## src/rtl/decode_pipe_pkg.sv

```systemverilog
// Shared decode definitions: opcodes, immediate formats and the
// decoded-control bundle carried from decode into the ID/EX register.
package decode_pipe_pkg;

    localparam logic [3:0] OP_NOP  = 4'h0;
    localparam logic [3:0] OP_ADD  = 4'h1;
    localparam logic [3:0] OP_SUB  = 4'h2;
    localparam logic [3:0] OP_AND  = 4'h3;
    localparam logic [3:0] OP_OR   = 4'h4;
    localparam logic [3:0] OP_ADDI = 4'h5;
    localparam logic [3:0] OP_ANDI = 4'h6;
    localparam logic [3:0] OP_LD   = 4'h7;
    localparam logic [3:0] OP_ST   = 4'h8;
    localparam logic [3:0] OP_LI   = 4'h9;
    localparam logic [3:0] OP_LIU  = 4'hA;
    localparam logic [3:0] OP_JMP  = 4'hB;
    localparam logic [3:0] OP_HALT = 4'hF;

    typedef enum logic [1:0] {
        IMM5,
        IMM8,
        DISP11
    } imm_fmt_e;

    typedef struct packed {
        logic regwrite;
        logic memread;
        logic memwrite;
        logic memtoreg;
        logic halt;
    } ctrl_t;

    typedef struct packed {
        logic [2:0] rs;
        logic [2:0] rt;
        logic [2:0] rd;
        logic       rs_used;
        logic       rt_used;
        logic       zext;
        imm_fmt_e   fmt;
        ctrl_t      ctrl;
    } dec_t;

    // Fields: op[15:12] A[11:9] B[8:6] C[5:3]; rd=A, rs=B, rt=C (A for stores).
    function automatic dec_t decode(input logic [15:0] instr);
        dec_t d;
        d    = '0;
        d.rd = instr[11:9];
        d.rs = instr[8:6];
        d.rt = instr[5:3];
        case (instr[15:12])
            OP_ADD, OP_SUB, OP_AND, OP_OR: begin
                d.rs_used = 1'b1;
                d.rt_used = 1'b1;
                d.ctrl.regwrite = 1'b1;
            end
            OP_ADDI: begin
                d.rs_used = 1'b1;
                d.ctrl.regwrite = 1'b1;
            end
            OP_ANDI: begin
                d.rs_used = 1'b1;
                d.zext = 1'b1;
                d.ctrl.regwrite = 1'b1;
            end
            OP_LD: begin
                d.rs_used = 1'b1;
                d.ctrl.regwrite = 1'b1;
                d.ctrl.memread = 1'b1;
                d.ctrl.memtoreg = 1'b1;
            end
            OP_ST: begin
                d.rt = instr[11:9];
                d.rs_used = 1'b1;
                d.rt_used = 1'b1;
                d.ctrl.memwrite = 1'b1;
            end
            OP_LI: begin
                d.fmt = IMM8;
                d.ctrl.regwrite = 1'b1;
            end
            OP_LIU: begin
                d.fmt = IMM8;
                d.zext = 1'b1;
                d.ctrl.regwrite = 1'b1;
            end
            OP_JMP:  d.fmt = DISP11;
            OP_HALT: d.ctrl.halt = 1'b1;
            default: ;
        endcase
        return d;
    endfunction

endpackage

```

## src/rtl/decode_pipe_if.sv

```systemverilog
// Fetch, writeback/kill and execute-side signals of the decode stage.
interface decode_pipe_if #(
    parameter int DATA_W = 16,
    parameter int NREG   = 8
);
    localparam int RAW = $clog2(NREG);

    logic              in_valid;
    logic              in_ready;
    logic [15:0]       in_instr;
    logic [DATA_W-1:0] in_pc;
    logic              flush;
    logic              wb_en;
    logic [RAW-1:0]    wb_reg;
    logic [DATA_W-1:0] wb_data;
    logic              kill_en;
    logic [RAW-1:0]    kill_reg;
    logic              out_valid;
    logic              out_ready;
    logic [DATA_W-1:0] out_rs_data;
    logic [DATA_W-1:0] out_rt_data;
    logic [DATA_W-1:0] out_imm;
    logic [DATA_W-1:0] out_pc;
    logic [15:0]       out_instr;
    logic [RAW-1:0]    out_rd;
    logic              out_regwrite;
    logic              out_memread;
    logic              out_memwrite;
    logic              out_memtoreg;
    logic              out_halt;
    logic              err;

    modport master (
        output in_valid, in_instr, in_pc, flush,
        output wb_en, wb_reg, wb_data, kill_en, kill_reg,
        output out_ready,
        input  in_ready, out_valid, out_rs_data, out_rt_data,
        input  out_imm, out_pc, out_instr, out_rd,
        input  out_regwrite, out_memread, out_memwrite,
        input  out_memtoreg, out_halt, err
    );

    modport slave (
        input  in_valid, in_instr, in_pc, flush,
        input  wb_en, wb_reg, wb_data, kill_en, kill_reg,
        input  out_ready,
        output in_ready, out_valid, out_rs_data, out_rt_data,
        output out_imm, out_pc, out_instr, out_rd,
        output out_regwrite, out_memread, out_memwrite,
        output out_memtoreg, out_halt, err
    );

endinterface

```

## src/rtl/decode_scoreboard.sv

```systemverilog
// Per-register outstanding-write counters, RAW/overflow hazard
// detection and sticky underflow/overflow error.
module decode_scoreboard #(
    parameter int NREG  = 8,
    parameter int CNT_W = 2
) (
    input  logic                    clk,
    input  logic                    rst,
    input  logic                    issue_i,
    input  logic                    regwrite_i,
    input  logic                    rs_used_i,
    input  logic                    rt_used_i,
    input  logic [$clog2(NREG)-1:0] rd_i,
    input  logic [$clog2(NREG)-1:0] rs_i,
    input  logic [$clog2(NREG)-1:0] rt_i,
    input  logic                    wb_en_i,
    input  logic [$clog2(NREG)-1:0] wb_reg_i,
    input  logic                    kill_en_i,
    input  logic [$clog2(NREG)-1:0] kill_reg_i,
    output logic                    haz_o,
    output logic                    err_o
);
    localparam int RAW = $clog2(NREG);
    localparam int SW  = CNT_W + 2;
    localparam logic signed [SW-1:0] CMAX = SW'((1 << CNT_W) - 1);

    logic [CNT_W-1:0]     cnt_q [NREG];
    logic [CNT_W-1:0]     cnt_d [NREG];
    logic signed [SW-1:0] post_dec [NREG];
    logic signed [SW-1:0] net [NREG];
    logic [NREG-1:0]      pend;
    logic                 bad;
    logic                 err_q;
    logic                 err_d;

    // Net of issue, writeback and kill; out-of-range results flag an error.
    always_comb begin
        bad = 1'b0;
        for (int i = 0; i < NREG; i++) begin
            post_dec[i] = $signed(SW'(cnt_q[i]))
                - $signed(SW'(wb_en_i && wb_reg_i == RAW'(i)))
                - $signed(SW'(kill_en_i && kill_reg_i == RAW'(i)));
            net[i] = post_dec[i]
                + $signed(SW'(issue_i && regwrite_i && rd_i == RAW'(i)));
            pend[i]  = post_dec[i] != '0;
            cnt_d[i] = net[i][CNT_W-1:0];
            if (net[i][SW-1]) begin
                bad = 1'b1;
                cnt_d[i] = '0;
            end else if (net[i] > CMAX) begin
                bad = 1'b1;
                cnt_d[i] = '1;
            end
        end
    end

    assign err_d = err_q | bad;

    assign haz_o = (rs_used_i && pend[rs_i])
                || (rt_used_i && pend[rt_i])
                || (regwrite_i && (&cnt_q[rd_i]));

    assign err_o = err_q;

    always_ff @(posedge clk or posedge rst) begin
        if (rst) begin
            for (int i = 0; i < NREG; i++) cnt_q[i] <= '0;
            err_q <= 1'b0;
        end else begin
            for (int i = 0; i < NREG; i++) cnt_q[i] <= cnt_d[i];
            err_q <= err_d;
        end
    end

endmodule

```

## src/rtl/decode_pipe.sv

```systemverilog
// Pipelined decode: control decode, bypassing register file,
// scoreboard stall and a registered ID/EX output stage.
module decode_pipe #(
    parameter int DATA_W = 16,
    parameter int NREG   = 8,
    parameter int CNT_W  = 2
) (
    input logic          clk,
    input logic          rst,
    decode_pipe_if.slave bus
);
    import decode_pipe_pkg::*;

    localparam int RAW = $clog2(NREG);

    typedef struct packed {
        logic [DATA_W-1:0] rs_data;
        logic [DATA_W-1:0] rt_data;
        logic [DATA_W-1:0] imm;
        logic [DATA_W-1:0] pc;
        logic [15:0]       instr;
        logic [RAW-1:0]    rd;
        ctrl_t             ctrl;
    } idex_t;

    dec_t              dec;
    logic [RAW-1:0]    rs;
    logic [RAW-1:0]    rt;
    logic [RAW-1:0]    rd;
    logic [DATA_W-1:0] imm;
    logic              sx;
    logic [DATA_W-1:0] rs_data;
    logic [DATA_W-1:0] rt_data;
    logic [DATA_W-1:0] rf_q [NREG];
    logic              haz;
    logic              sb_err;
    logic              in_ready;
    logic              issue;
    idex_t             idex_q;
    idex_t             idex_d;
    logic              valid_q;
    logic              valid_d;
    logic              halted_q;
    logic              halted_d;

    assign dec = decode(bus.in_instr);
    assign rs  = RAW'(dec.rs);
    assign rt  = RAW'(dec.rt);
    assign rd  = RAW'(dec.rd);

    always_comb begin
        sx  = 1'b0;
        imm = '0;
        unique case (dec.fmt)
            IMM5: begin
                sx  = bus.in_instr[4] & ~dec.zext;
                imm = {{(DATA_W-5){sx}}, bus.in_instr[4:0]};
            end
            IMM8: begin
                sx  = bus.in_instr[7] & ~dec.zext;
                imm = {{(DATA_W-8){sx}}, bus.in_instr[7:0]};
            end
            DISP11: imm = {{(DATA_W-11){bus.in_instr[10]}}, bus.in_instr[10:0]};
            default: imm = '0;
        endcase
    end

    // Same-cycle writeback is forwarded to the read ports.
    assign rs_data = (bus.wb_en && bus.wb_reg == rs) ? bus.wb_data : rf_q[rs];
    assign rt_data = (bus.wb_en && bus.wb_reg == rt) ? bus.wb_data : rf_q[rt];

    always_ff @(posedge clk or posedge rst) begin
        if (rst) begin
            for (int i = 0; i < NREG; i++) rf_q[i] <= '0;
        end else if (bus.wb_en) begin
            rf_q[bus.wb_reg] <= bus.wb_data;
        end
    end

    decode_scoreboard #(
        .NREG  (NREG),
        .CNT_W (CNT_W)
    ) u_sb (
        .clk        (clk),
        .rst        (rst),
        .issue_i    (issue),
        .regwrite_i (dec.ctrl.regwrite),
        .rs_used_i  (dec.rs_used),
        .rt_used_i  (dec.rt_used),
        .rd_i       (rd),
        .rs_i       (rs),
        .rt_i       (rt),
        .wb_en_i    (bus.wb_en),
        .wb_reg_i   (bus.wb_reg),
        .kill_en_i  (bus.kill_en),
        .kill_reg_i (bus.kill_reg),
        .haz_o      (haz),
        .err_o      (sb_err)
    );

    assign in_ready = !haz && (!valid_q || bus.out_ready) && !halted_q;
    assign issue    = bus.in_valid && in_ready && !bus.flush;
    assign halted_d = halted_q | (issue & dec.ctrl.halt);

    always_comb begin
        idex_d  = idex_q;
        valid_d = valid_q;
        if (bus.flush) begin
            valid_d = 1'b0;
        end else if (issue) begin
            valid_d        = 1'b1;
            idex_d.rs_data = rs_data;
            idex_d.rt_data = rt_data;
            idex_d.imm     = imm;
            idex_d.pc      = bus.in_pc;
            idex_d.instr   = bus.in_instr;
            idex_d.rd      = rd;
            idex_d.ctrl    = dec.ctrl;
        end else if (bus.out_ready) begin
            valid_d = 1'b0;
        end
    end

    always_ff @(posedge clk or posedge rst) begin
        if (rst) begin
            idex_q   <= '0;
            valid_q  <= 1'b0;
            halted_q <= 1'b0;
        end else begin
            idex_q   <= idex_d;
            valid_q  <= valid_d;
            halted_q <= halted_d;
        end
    end

    assign bus.in_ready     = in_ready;
    assign bus.out_valid    = valid_q;
    assign bus.out_rs_data  = idex_q.rs_data;
    assign bus.out_rt_data  = idex_q.rt_data;
    assign bus.out_imm      = idex_q.imm;
    assign bus.out_pc       = idex_q.pc;
    assign bus.out_instr    = idex_q.instr;
    assign bus.out_rd       = idex_q.rd;
    assign bus.out_regwrite = idex_q.ctrl.regwrite;
    assign bus.out_memread  = idex_q.ctrl.memread;
    assign bus.out_memwrite = idex_q.ctrl.memwrite;
    assign bus.out_memtoreg = idex_q.ctrl.memtoreg;
    assign bus.out_halt     = idex_q.ctrl.halt;
    assign bus.err          = sb_err;

endmodule
```

## src/flat_wrapper.sv

```systemverilog
// flat-port wrapper written by rule: the top's interface ports become plain ports
module decode_pipe_flat import decode_pipe_pkg::*;
#(
    parameter int DATA_W = 16,
    parameter int NREG   = 8,
    parameter int CNT_W  = 2
)
  (clk, rst, bus_in_valid, bus_in_instr, bus_in_pc, bus_flush, bus_wb_en, bus_wb_reg, bus_wb_data, bus_kill_en, bus_kill_reg, bus_out_ready, bus_in_ready, bus_out_valid, bus_out_rs_data, bus_out_rt_data, bus_out_imm, bus_out_pc, bus_out_instr, bus_out_rd, bus_out_regwrite, bus_out_memread, bus_out_memwrite, bus_out_memtoreg, bus_out_halt, bus_err);
  decode_pipe_if #(.DATA_W(DATA_W), .NREG(NREG)) bus_i ();
  input logic clk;
  input logic rst;
  input wire logic [$bits(bus_i.in_valid)-1:0] bus_in_valid;
  input wire logic [$bits(bus_i.in_instr)-1:0] bus_in_instr;
  input wire logic [$bits(bus_i.in_pc)-1:0] bus_in_pc;
  input wire logic [$bits(bus_i.flush)-1:0] bus_flush;
  input wire logic [$bits(bus_i.wb_en)-1:0] bus_wb_en;
  input wire logic [$bits(bus_i.wb_reg)-1:0] bus_wb_reg;
  input wire logic [$bits(bus_i.wb_data)-1:0] bus_wb_data;
  input wire logic [$bits(bus_i.kill_en)-1:0] bus_kill_en;
  input wire logic [$bits(bus_i.kill_reg)-1:0] bus_kill_reg;
  input wire logic [$bits(bus_i.out_ready)-1:0] bus_out_ready;
  output wire logic [$bits(bus_i.in_ready)-1:0] bus_in_ready;
  output wire logic [$bits(bus_i.out_valid)-1:0] bus_out_valid;
  output wire logic [$bits(bus_i.out_rs_data)-1:0] bus_out_rs_data;
  output wire logic [$bits(bus_i.out_rt_data)-1:0] bus_out_rt_data;
  output wire logic [$bits(bus_i.out_imm)-1:0] bus_out_imm;
  output wire logic [$bits(bus_i.out_pc)-1:0] bus_out_pc;
  output wire logic [$bits(bus_i.out_instr)-1:0] bus_out_instr;
  output wire logic [$bits(bus_i.out_rd)-1:0] bus_out_rd;
  output wire logic [$bits(bus_i.out_regwrite)-1:0] bus_out_regwrite;
  output wire logic [$bits(bus_i.out_memread)-1:0] bus_out_memread;
  output wire logic [$bits(bus_i.out_memwrite)-1:0] bus_out_memwrite;
  output wire logic [$bits(bus_i.out_memtoreg)-1:0] bus_out_memtoreg;
  output wire logic [$bits(bus_i.out_halt)-1:0] bus_out_halt;
  output wire logic [$bits(bus_i.err)-1:0] bus_err;
  assign bus_i.in_valid = bus_in_valid;
  assign bus_i.in_instr = bus_in_instr;
  assign bus_i.in_pc = bus_in_pc;
  assign bus_i.flush = bus_flush;
  assign bus_i.wb_en = bus_wb_en;
  assign bus_i.wb_reg = bus_wb_reg;
  assign bus_i.wb_data = bus_wb_data;
  assign bus_i.kill_en = bus_kill_en;
  assign bus_i.kill_reg = bus_kill_reg;
  assign bus_i.out_ready = bus_out_ready;
  assign bus_in_ready = bus_i.in_ready;
  assign bus_out_valid = bus_i.out_valid;
  assign bus_out_rs_data = bus_i.out_rs_data;
  assign bus_out_rt_data = bus_i.out_rt_data;
  assign bus_out_imm = bus_i.out_imm;
  assign bus_out_pc = bus_i.out_pc;
  assign bus_out_instr = bus_i.out_instr;
  assign bus_out_rd = bus_i.out_rd;
  assign bus_out_regwrite = bus_i.out_regwrite;
  assign bus_out_memread = bus_i.out_memread;
  assign bus_out_memwrite = bus_i.out_memwrite;
  assign bus_out_memtoreg = bus_i.out_memtoreg;
  assign bus_out_halt = bus_i.out_halt;
  assign bus_err = bus_i.err;
  decode_pipe #(.DATA_W(DATA_W), .NREG(NREG), .CNT_W(CNT_W)) u_core (.clk(clk), .rst(rst), .bus(bus_i));
endmodule
```

## config.mk

```make
export PLATFORM = sky130hd
export DESIGN_NAME = decode_pipe_flat
export DESIGN_NICKNAME = d
export VERILOG_FILES = /design/src/rtl/decode_pipe_pkg.sv /design/src/rtl/decode_pipe_if.sv /design/src/rtl/decode_scoreboard.sv /design/src/rtl/decode_pipe.sv /design/src/flat_wrapper.sv
export SDC_FILE = /design/constraint.sdc
export NUM_CORES = 1
export LEC_CHECK = 0
export ABC_AREA = 1
export CORE_AREA = 4 4 248 178
export DETAILED_ROUTE_END_ITERATION = 10
export DIE_AREA = 0 0 252 182
export GPL_TIMING_DRIVEN = 1
export MAX_ROUTING_LAYER = met4
export PLACE_DENSITY = 0.51
export SLEW_MARGIN = 20
export SYNTH_ARGS = -nofsm -noshare
export SYNTH_HDL_FRONTEND = slang
export SYNTH_SLANG_ARGS = --single-unit
export TNS_END_PERCENT = 10
```

## constraint.sdc

```tcl
create_clock -name clk -period 12.14 [get_ports clk]
set_clock_uncertainty 0.15 [all_clocks]
set_input_delay 3.035 -clock clk [delete_from_list [all_inputs] [get_ports clk]]
set_output_delay 3.035 -clock clk [all_outputs]
set_load 0.01 [all_outputs]
```

==> results of run 1 <==
where the power goes:
part	leakage (nW)	internal (mW)	switching, mW
clock network	0.398	0.441	0.325
logic	3.76	0.212	0.327
registers	2.87	0.873	0.0862
total	7.03	1.53	0.737
flip-flops by register name, indices dropped and copies added, names as in the netlist, 2 cells and up:
name	cells
u_core.bus.out_imm	11
u_core.bus.out_rt_data	16
u_core.rf_q	128
u_core.u_sb.cnt_q	16
u_core.bus.out_instr	14
u_core.bus.out_rd	2
u_core.bus.out_rs_data	16
u_core.bus.out_pc	16
worst register-to-register path: cells and delay by family (launching register included):
| family | cells | cell delay [ns] |
|---|---|---|
| and+or+nand+nor | 11 | 1.79 |
| adders and majority gates | 5 | 1.35 |
| AOI/OAI and AO/OA | 2 | 0.56 |
| DFF | 1 | 0.35 |
| buffers and inverters | 3 | 0.20 |
worst max path at each step:
| stage | end | cells past startpoint | slack [ns] |
|---|---|---|---|
| 6_report | bus_in_ready | 19 | 2.19 |
| 5_1_grt | bus_in_ready | 19 | 1.89 |
| 4_1_cts | bus_in_ready | 19 | 2.18 |
| 3_5_place_dp | bus_in_ready | 19 | 2.19 |
| 3_3_place_gp | bus_in_ready | 18 | 2.23 |
| 2_1_floorplan | u_core.bus.out_halt | 1 | 2.76 |
cell usage in the layout (no fill, tap or decap), types with 33 or more instances in the layout:
| cell type | count |
|---|---|
| o21ai_1 | 41 |
| inv_1 | 119 |
| nand3_1 | 119 |
| a21oi_1 | 62 |
| dfrtp_1 | 226 |
| nand2_1 | 477 |
| nor2_1 | 160 |
| o21ai_0 | 190 |
| o22ai_1 | 33 |
| clkdlybuf4s50_1 | 150 |
layout make-up:
type / instances / area share (%)
sequential: 226 / 37.5
multi-input combinational: 1194 / 38.2
antenna: 1 / 0.0166
timing repair buffer: 174 / 11.1
clock buffer: 33 / 4.54
inverter: 129 / 3.26
tap: 552 / 4.58
clock inverter: 12 / 0.804
metrics by stage:
stage	area, sq um	util [%]
after floorplan	12400	-
after global routing	15100	36.1
after detailed placement	14300	34.2
after global placement	14300	34.2
final	15100	36.1
after CTS	15100	36.1
cell families (layout without fill, tap and decap cells):
| kind of cell | after synthesis | in the layout | share of synthesized area, % |
|---|---|---|---|
| fa+ha+maj | 40 | 40 | 4.52 |
| flops | 226 | 226 | 45.6 |
| other cells | 0 | 1 | 0 |
| simple gates | 793 | 793 | 26.0 |
| compound gates | 358 | 358 | 15.6 |
| buf+inv | 233 | 348 | 8.02 |
| xor+xnor | 3 | 3 | 0.212 |
per-layer routing:
metal  up-vias  global-route usage (%)  share of wire [%]
met5         -                       -                  0
met4         0                    2.58                1.1
met3        44                    3.97                7.3
met2       388                    27.7                 43
met1      5546                    27.5                 49
li1       5599                       -                  -
==> impl_metrics.tcl, run 1 <==
set metrics [dict create \
    status "completed" \
    postRouteWirelength_um 42700 \
    cp-end-kind "output pin" \
    rows 63 \
    slowest_delay_ns 0.53 \
    ctsHtreeMaxLevel 1 \
    max_cap_violations 0 \
    drive_gt1_share_pct 5.43 \
    cts_hold_buf 0 \
    cts_made_buffers 25 \
    post-cts-setup-buffers 0 \
    worstSetupPathType "in -> out" \
    whs_path_depth 2 \
    fin_nets 1851 \
    syn_nets 1754 \
    slew_headroom_pct 23.6 \
    cp_common_cell "inv_1" \
    setup_violations 0 \
    async_reset_ff_share_pct 100 \
    yosys_warnings 0 \
    rsz0062_at_grt "no" \
    drt_first_pass_iters 6 \
    final_cells 2321 \
    multiInputGateArea_sq_um 5760 \
    fin_total_pwr_mw 2.26 \
    ys.flop_type "dfrtp_1" \
    die_w_um 252 \
    path_buf_inv 7 \
    cp_max_fo 33 \
    grt_max_degree 120 \
    syn_area_per_cell_sq_um 7.50 \
    ys_seq_elements 226 \
    synth_top_area_cell "dfrtp_1" \
    timing.rr.end "u_core.u_sb.err_o" \
    vdd_ir_drop_max_uv 85.1 \
    dp_worst_setup_slack_ns 2.19 \
    r2r_slack_ns 7.59 \
    finalCritPeriodShare_pct 82.0 \
    grt_use_total_pct 18.9 \
    critical-path-top-delay-family "buffers and inverters" \
    fin_ws_ns 2.19 \
    via_count 11600 \
    die_area_sq_um 45900 \
    antenna_found_initial 1 \
    synth_cell_types 36 \
    hp-class "reg -> reg" \
    fillers 4436 \
    cts_sinks 226 \
    cp.required_ns 8.95 \
    synth_area_sq_um 12400 \
    power_density_nw_per_um2 150 \
    synth_common_cells "nand2_1, dfrtp_1, o21ai_0" \
    cts_resized 0 \
    yosysMostFrequentCell "nand2_1" \
    critPathSlowestCell "clkdlybuf4s50_1" \
    r2r_cells 21 \
    clock_latency_ns 0.53 \
    startpoint "bus_wb_en" \
    ys_seq_area_share_pct 45.6 \
    hold_viol 0 \
    initial_core_util_pct 29.7 \
    regArea_sq_um 5660 \
    drc 0 \
    finalCriticalPeriod_ns 9.95 \
    place_inst 2275 \
    gp_congestion 0.882 \
    portBuffers 151 \
    clkSlewWorstSetupHoldPaths_ns 0.06 \
    setup_tns_ns 0 \
    hpwlAfterDp_um 27500 \
    ioPinCount 152 \
    grt_pass1_wl_um 66800 \
    clockRootBuffer "clkbuf_16" \
    cts_tree "built" \
    first_global_vias 11200 \
    holdWs_ns 0.319 \
    antenna_left 0 \
    routed_via_density 4.99 \
    synth.top_cell.area_share_pct 45.6 \
    synthCells 1653 \
    path_cells "clkdlybuf4s50_1 -> inv_1 -> nor2_1 -> inv_1 -> nor2_2 -> buf_4 -> ha_1 -> ha_1 -> inv_1 -> fa_1 -> nand3b_1 -> nand2_1 -> nand3_1 -> a21oi_1 -> nor2_1 -> nor2_2 -> nand2_1 -> inv_1 -> clkdlybuf4s50_1" \
    reg2reg_from "u_core.u_sb.cnt_q[10]" \
    area.growth.synth_to_final_pct 21.7 \
    leakage_nw 7.03 \
    start_kind "input pin" \
    synth-edff-count 0 \
    critPathArrivalTime_ns 6.76 \
    tightest_slew_ns 1.13 \
    drt_iter0_markers 1105 \
    slew_violations 0 \
    fmax_mhz 101 \
    dieHeight_um 182 \
    min_from "u_core.halted_q" \
    overflow 0 \
    holdPathEnd "u_core.halted_q" \
    core_sq_um 41800 \
    clock_path_buffers 3 \
    wl_per_cell_um 18.4 \
    yosys-top-cells-area "dfrtp_1, nand2_1, o21ai_0, nor2_1, nand3_1" \
]
(Power assumes the default switching activity.)
==> inputs of run 2 (changes only) <==
Settings changed: PLACE_DENSITY 0.51 to 0.53.
Clock period 12.14 ns to 8.85 ns, I/O delays scaled along.
==> run 2 against run 1 <==
  * Non-clock buffer count grew 4
  * Worst setup slack got worse by 1.5 ns
  * Clock power increased by 53%
  * Sequential share of layout area decreased by 0.33 points
  * Sequential power up 37%
  * Largest power group unchanged
  * Combinational power is 38% higher
  * Routed wire length decreased by 0.38%
  * Global-route usage hardly changed
  * Count of clock-buffer cells in the layout increased by 3
==> impl_metrics.tcl, run 2 (synthesis results as in run 1) <==
set metrics [dict create \
    status "completed" \
    post-cts-setup-buffers 0 \
    die_w_um 252 \
    cts_tree "built" \
    slew_headroom_pct 26.2 \
    critPathArrivalTime_ns 5.78 \
    via_count 11600 \
    tightest_slew_ns 1.10 \
    grt_pass1_wl_um 66700 \
    finalCriticalPeriod_ns 8.14 \
    first_global_vias 11200 \
    clockRootBuffer "clkbuf_16" \
    initial_core_util_pct 29.7 \
    hpwlAfterDp_um 27400 \
    grt_use_total_pct 18.8 \
    hp-class "reg -> reg" \
    drc 0 \
    gp_congestion 0.909 \
    fmax_mhz 123 \
    drive_gt1_share_pct 5.70 \
    mostFrequentLayoutCells "nand2_1, dfrtp_1, o21ai_0, nor2_1, clkdlybuf4s50_1" \
    leakage_nw 7.10 \
    routed_via_density 5.00 \
    largest_reg_flops 128 \
    drt_iter0_markers 1013 \
    dieHeight_um 182 \
    place_inst 2279 \
    vdd_ir_drop_max_uv 152 \
    clkSlewWorstSetupHoldPaths_ns 0.06 \
    final_common_cell "nand2_1" \
    clock_latency_ns 0.55 \
    ctsHtreeMaxLevel 1 \
    final_cells 2323 \
    antenna_left 0 \
    worstSetupPathType "in -> out" \
    cp-end-kind "output pin" \
    cts_sinks 226 \
    die_area_sq_um 45900 \
    rows 63 \
    cts_made_buffers 24 \
    grt_max_degree 109 \
    overflow 0 \
    cp_max_fo 6 \
    cts_resized 0 \
    fin_nets 1854 \
    antenna_found_initial 1 \
    ioPinCount 152 \
    portBuffers 151 \
    fillers 4365 \
    core_sq_um 41800 \
    setup_violations 0 \
    clock_path_buffers 3 \
    drt_first_pass_iters 5 \
    rsz0062_at_grt "no" \
    max_flop_register "u_core.rf_q" \
    start_kind "input pin" \
    power_density_nw_per_um2 212 \
    setup_tns_ns 0 \
    area.growth.synth_to_final_pct 22.8 \
    finalCritPeriodShare_pct 92.0 \
    cp.required_ns 6.49 \
    postRouteWirelength_um 42600 \
    slew_violations 0 \
    n_antenna_cell 0 \
    wl_per_cell_um 18.3 \
    hold_viol 0 \
    max_cap_violations 0 \
    cts_hold_buf 0 \
]
==> run 2: cell count changes in the layout (fill, tap and decap cells not counted), moves of 2 or more <==
cell,previous run,this run
clkbuf_8,3,9
clkinvlp_4,2,0
clkinv_2,7,2
buf_4,23,27
bufinv_16,2,5
clkbuf_1,5,3
==> run 2: final timing paths <==
check	from	to	cells after the start	slack [ns]
max in group asynchronous	rst	u_core.u_sb.cnt_q[15]	3	5.00
setup reg to reg	u_core.u_sb.cnt_q[14]	u_core.u_sb.err_o	20	4.35
min in group asynchronous	rst	u_core.bus.out_rt_data[7]	2	2.04
hold / removal	u_core.halted_q	u_core.halted_q	2	0.33
hold reg to reg	u_core.halted_q	u_core.halted_q	2	0.33
setup / recovery	bus_wb_reg[0]	bus_in_ready	17	0.71
==> run 2: critical path, cell delays in order <==
cell and delay (ns):
clkdlybuf4s50_1 0.60, inv_1 0.10, nor2_1 0.10, inv_1 0.06, nor2_1 0.24, ha_1 0.29, ha_1 0.22, fa_1 0.54
nand3_1 0.12, nand2_1 0.08, nand3_1 0.07, a21oi_1 0.17, nor2_1 0.10, nor2_2 0.20, nand2_1 0.08, inv_1 0.06
clkdlybuf4s50_1 0.53
==> run 2: layout make-up <==
type / instances / area (sq um) / area share [%]
tap: 552 / 691 / 4.54
clock inverter: 8 / 176 / 1.16
timing repair buffer: 178 / 1710 / 11.2
multi-input combinational: 1194 / 5760 / 37.9
inverter: 129 / 492 / 3.23
clock buffer: 36 / 736 / 4.83
sequential: 226 / 5660 / 37.2
==> run 2: routing by layer <==
metal | up-vias | share of wire, % | track usage [%]
met5 | - | 0 | -
met1 | 5534 | 49 | 28.2
met3 | 47 | 7.0 | 3.04
li1 | 5604 | - | -
met4 | 0 | 1.3 | 3.29
met2 | 421 | 43 | 27.1
==> run 2: power by group <==
part | total, mW | switching (mW) | internal, mW | leakage, nW
clock network | 1.17 | 0.446 | 0.720 | 0.449
registers | 1.31 | 0.118 | 1.20 | 2.87
logic | 0.742 | 0.450 | 0.292 | 3.78
==> run 2: metrics by stage <==
| step | hold WS (ns) | area, sq um | setup slack (ns) | utilization, % | power, mW |
|---|---|---|---|---|---|
| 6_report | 0.327 | 15200 | 0.706 | 36.4 | 3.22 |
| 5_1_grt | 0.354 | 15200 | 0.478 | 36.4 | 3.42 |
| 4_1_cts | 0.326 | 15200 | 0.743 | 36.4 | 3.24 |
| 3_5_place_dp | 0.310 | 14300 | 0.748 | 34.2 | 2.07 |
| 3_3_place_gp | 0.302 | 14300 | 0.794 | 34.2 | 2.05 |
| 2_1_floorplan | 0.284 | 12400 | 0.296 | - | 1.81 |
